`src/rtl/fetch_stage.sv`:
```
// Instruction-fetch stage: owns the PC, captures the instruction into IF/ID, handles stall,
// EX redirect, EBREAK halt and a fetch counter. Define JAL_PREDECODE_EN for JAL predecode.
module fetch_stage #(
   parameter logic [31:0] ResetPc = 32'h0000_0000,
   parameter logic [31:0] NopInst = 32'h0000_0013
) (
   input  logic        clk_i,
   input  logic        rst_ni,
   input  logic        stall_i,
   input  logic        redirect_valid_i,
   input  logic [31:0] redirect_target_i,
   input  logic        resume_i,
   input  logic [31:0] inst_i,
   output logic [31:0] instruct_address_o,
   output logic [31:0] if_id_pc_o,
   output logic [31:0] if_id_inst_o,
   output logic        if_id_valid_o,
   output logic        if_id_pred_taken_o,
   output logic        halted_o,
   output logic [31:0] fetch_count_o
);

   typedef enum logic {StRun, StHalt} state_e;

   localparam logic [31:0] Ebreak = 32'h0010_0073;

   state_e      state_q;
   logic [31:0] pc_q;
   logic [31:0] if_id_pc_q;
   logic [31:0] if_id_inst_q;
   logic        if_id_valid_q;
   logic        if_id_pred_q;
   logic [31:0] fetch_count_q;
   logic        is_jal;
   logic [31:0] jal_target;
   logic [31:0] redirect_pc;

`ifdef JAL_PREDECODE_EN
   logic [31:0] imm_j;
   assign imm_j      = {{12{inst_i[31]}}, inst_i[19:12], inst_i[20], inst_i[30:21], 1'b0};
   assign is_jal     = (inst_i[6:0] == 7'b1101111);
   assign jal_target = pc_q + imm_j;
`else
   assign is_jal     = 1'b0;
   assign jal_target = pc_q + 32'd4;
`endif

   assign redirect_pc = {redirect_target_i[31:2], 2'b00};

   always_ff @(posedge clk_i or negedge rst_ni) begin
      if (!rst_ni) begin
         state_q       <= StRun;
         pc_q          <= ResetPc;
         if_id_pc_q    <= ResetPc;
         if_id_inst_q  <= NopInst;
         if_id_valid_q <= 1'b0;
         if_id_pred_q  <= 1'b0;
         fetch_count_q <= 32'd0;
      end else begin
         case (state_q)
            StRun: begin
               if (redirect_valid_i) begin
                  pc_q          <= redirect_pc;
                  if_id_pc_q    <= pc_q;
                  if_id_inst_q  <= NopInst;
                  if_id_valid_q <= 1'b0;
                  if_id_pred_q  <= 1'b0;
               end else if (!stall_i) begin
                  if_id_pc_q    <= pc_q;
                  if_id_inst_q  <= inst_i;
                  if_id_valid_q <= 1'b1;
                  fetch_count_q <= fetch_count_q + 32'd1;
                  if (inst_i == Ebreak) begin
                     pc_q         <= pc_q + 32'd4;
                     if_id_pred_q <= 1'b0;
                     state_q      <= StHalt;
                  end else if (is_jal) begin
                     pc_q         <= jal_target;
                     if_id_pred_q <= 1'b1;
                  end else begin
                     pc_q         <= pc_q + 32'd4;
                     if_id_pred_q <= 1'b0;
                  end
               end
            end
            StHalt: begin
               // PC frozen; IF/ID drains to bubbles until resume or redirect.
               if_id_pc_q    <= pc_q;
               if_id_inst_q  <= NopInst;
               if_id_valid_q <= 1'b0;
               if_id_pred_q  <= 1'b0;
               if (redirect_valid_i) begin
                  pc_q    <= redirect_pc;
                  state_q <= StRun;
               end else if (resume_i) begin
                  state_q <= StRun;
               end
            end
            default: state_q <= StRun;
         endcase
      end
   end

   assign instruct_address_o = pc_q;
   assign if_id_pc_o         = if_id_pc_q;
   assign if_id_inst_o       = if_id_inst_q;
   assign if_id_valid_o      = if_id_valid_q;
   assign if_id_pred_taken_o = if_id_pred_q;
   assign halted_o           = (state_q == StHalt);
   assign fetch_count_o      = fetch_count_q;

endmodule
```
`config.mk`:
```
export PLATFORM = sky130hd
export DESIGN_NAME = fetch_stage
export DESIGN_NICKNAME = d
export VERILOG_FILES = /design/src/rtl/fetch_stage.sv
export SDC_FILE = /design/constraint.sdc
export NUM_CORES = 1
export LEC_CHECK = 0
export CORE_ASPECT_RATIO = 1.75
export CORE_MARGIN = 2
export CORE_UTILIZATION = 35
export DETAILED_ROUTE_END_ITERATION = 16
export SETUP_SLACK_MARGIN = 0.4
export SLEW_MARGIN = 0
export SYNTH_ARGS = -nofsm -noshare
export SYNTH_HDL_FRONTEND = slang
export SYNTH_SLANG_ARGS = --single-unit
```
`constraint.sdc`:
```
create_clock -name clk_i -period 2.6 [get_ports clk_i]
set_input_delay 0.26 -clock clk_i [delete_from_list [all_inputs] [get_ports clk_i]]
set_output_delay 0.26 -clock clk_i [all_outputs]
set_load 0.02 [all_outputs]
```
==> metrics.md <==
| Metric | Value |
|---|---|
| Leakage | `between 3 and 4 nW` |
| First-pass GRT wire length | `28.08 mm` |
| RePlAce Congestion | `around 0.8` |
| Port bufs | `about 190` |
| Vert. Die Dim | `about 170 µm` |
| Number of synthesized flops with an enable pin | `0` |
| Pwr Density | `just under 700 nW/µm²` |
| I/O Pins | `200` |
| Commonest non-fill, non-tap cell in the layout | `clkdlybuf4s50_1` |
| Total GRT Usage | `20.57%` |
| Drt drc | `0` |
| Fraction of registers with async set/reset | `100.0%` |
| Nature of the critical path startpoint | `input port` |
| Setup TNS | `0 ns` |
| Max Root-Sink Buffers | `2` |
| Detail Placement HPWL | `around 13 mm` |
| Critical Path Sink Type | `flop` |
| Clock root buffer | `clkbuf_16` |
| Slew @ Worst Pin | `between 0.5 and 0.6 ns` |
| Non-Filler Instances | `a little under 1000` |
| Clock transition at path regs | `approximately 0.06 ns` |
| Final Cycle Share | `roughly four fifths` |
| Syn-to-layout area delta | `47.75%` |
| Critical Path AT | `approximately 2.5 ns` |
| CTS tree | `yes` |
| 1st-iter DRT viols | `124` |
| H-tree Lvls | `4` |
| Final net count | `~830` |
| DR vias | `around 5100` |
| Initial Utilization | `35.45%` |
| Reg2Reg Setup Slack | `about 0.55 ns` |
| Placed Instances | `928` |
| Synth unique cells | `54` |
| Final min period | `approximately 2.1 ns` |
| Number of global-route vias before repair | `5239` |
| Antenna viol nets, final | `0` |
| Relative max-transition margin | `a little over three fifths` |
| Drt total wl | `between 15 and 20 mm` |
| Fin. max-slew vios | `0` |
| Required @ worst endpoint | `roughly 2.9 ns` |
| CTS Buf Count | `17` |
| Number of clock sinks | `about 130` |
| Hold Vio Cnt, Final | `0` |
| Setup Crit Path Kind | `input port to flop` |
| Peak supply drop | `0.0003382 V` |
| Fin area | `about 8500 µm²` |
| Most used DFF post-synth | `dfrtp_1` |
| Die width | `100.9 µm` |
| Synthesis-stage register bit count | `between 100 and 150` |
| Avg WL per Cell | `about 18 µm` |
| Commonest non-fill, non-tap cells in the layout | `clkdlybuf4s50_1, nand2_1, dfrtp_1` |
| Area of placed instances | `roughly 8000 µm²` |
| Avg Cell Area, Syn | `roughly 10 µm²` |
| Mapped Area | `between 5000 and 6000 µm²` |
| Synth warn | `0` |
| Initial antenna violation count | `0` |
| Pre-antenna DRT Iters | `4` |
| Status | `complete, no violations` |
| Antenna cells | `0` |
| RSZ-0062 raised after global routing | `yes` |
| Grt ovf | `0` |
| Max FO, Critical Path | `8` |
| Clk_lat worst skew | `approximately 0.42 ns` |
| Vias/cell | `about 5.3` |
| Area of the die | `between 15000 and 20000 µm²` |
| Utilization after layout | `a little over half` |
| Core area | `between 15000 and 20000 µm²` |
| Layout cell share with drive strength beyond 1 | `roughly 8.3%` |
| Gate count after technology mapping | `between 500 and 600` |
| Post-CTS setup buffers | `0` |
| Maximum clock frequency | `470.4 MHz` |
| Max Clock Skew | `between 0.008 and 0.009 ns` |
| Setup Viol. Count Final | `0` |
| Sequential area share after synthesis | `54.93%` |
| Site Rows | `62` |
| Hold Crit Class | `input port to flop` |
| Pin count of the biggest net entering global routing | `between 60 and 70` |
| MaxCap Viol Count | `0` |
metrics by stage:
| step | setup slack [ns] | hold WS (ns) | power, W |
|---|---|---|---|
| after floorplan | 0.6118 | -0.03559 | 0.002805 |
| final | 0.4740 | 0.2501 | 0.005721 |
| after CTS | 0.4825 | 0.2364 | 0.005774 |
| after detailed placement | 0.04190 | 0.2733 | 0.003430 |
| after global placement | 0.1080 | 0.2576 | 0.003405 |
| after global routing | 0.3800 | 0.2753 | 0.005969 |
synthesized netlist by cell type, types with 11 or more instances:
cell / number / area share, %
a31oi_1: 11 / 1.2
xor2_1: 18 / 2.7
a22o_1: 29 / 4.4
xnor2_1: 26 / 4.0
clkbuf_1: 24 / 1.6
dfrtp_1: 123 / 54
nor2_1: 21 / 1.4
nand2_1: 126 / 8.2
or4_1: 12 / 1.6
nand3_1: 24 / 2.1
nand4_1: 19 / 2.1
o21ai_0: 17 / 1.5
path summary, 6_finish.rpt:
check,endpoint,startpoint,cells after the start
worst max-delay path,fetch_count_o[18]$_DFFE_PN0P_,stall_i,6
worst min-delay path,instruct_address_o[3]$_DFFE_PN0P_,redirect_valid_i,3
worst max register to register,instruct_address_o[21]$_DFFE_PN0P_,instruct_address_o[4]$_DFFE_PN0P_,5
worst min register to register,if_id_pc_o[23]$_DFFE_PN0P_,if_id_pc_o[23]$_DFFE_PN0P_,2
max in group asynchronous,if_id_inst_o[12]$_DFFE_PN0P_,rst_ni,3
min in group asynchronous,if_id_pc_o[10]$_DFFE_PN0P_,rst_ni,2
per-layer routing:
| metal | vias to the layer above | GRT usage [%] | part of all wire (%) |
|---|---|---|---|
| li1 | 2388 | - | - |
| met3 | 34 | 4.194 | 4.4 |
| met4 | 0 | 8.562 | 2.8 |
| met5 | - | 0 | 0 |
| met1 | 2516 | 24.34 | 39 |
| met2 | 150 | 35.64 | 54 |
worst max-delay path, cell delays in order:
cell             delay [ns]
clkdlybuf4s50_1        0.62
buf_4                  0.26
or4b_4                 0.53
or3_4                  0.43
nor3_2                 0.16
xor2_1                 0.19
logic make-up after synthesis:
logic type	Yosys count	share of synthesized area [%]
mux	1	0.1742
flops	126	54.93
buf+inv	44	3.571
compound gates	79	10.19
other cells	1	0.06525
xor+xnor	44	6.706
fa+ha+maj	2	0.4354
simple gates	267	23.93
power breakdown:
group          leakage (nW)  switching, W  internal, W
clock                 0.273      0.000950      0.00138
combinational          1.78      0.000552     0.000524
sequential             1.58      0.000183      0.00213
cell type report:
type / instances / area, µm²
inverter: 7 / 26.28
timing repair buffer: 206 / 2063
multi-input combinational: 398 / 2420
sequential: 126 / 3158
clock inverter: 13 / 130.1
fill: 1489 / 7722
tap: 192 / 240.2
clock buffer: 19 / 452.9
timing repair:
item | CTS | global route
setup endpoints to repair | 0 | 6
endpoints found under the hold margin | 51 | 0
resized for setup | 0 | 4
hold buffers | 1 | 0
sequential cells by signal (all words and copies together) (netlist names):
| signal | flops |
|---|---|
| if_id_pc_o | 30 |
| fetch_count_o | 32 |
| instruct_address_o | 30 |
| if_id_valid_o | 1 |
| if_id_inst_o | 32 |
| halted_o | 1 |
No activity file was read; power rests on OpenSTA's default activity.
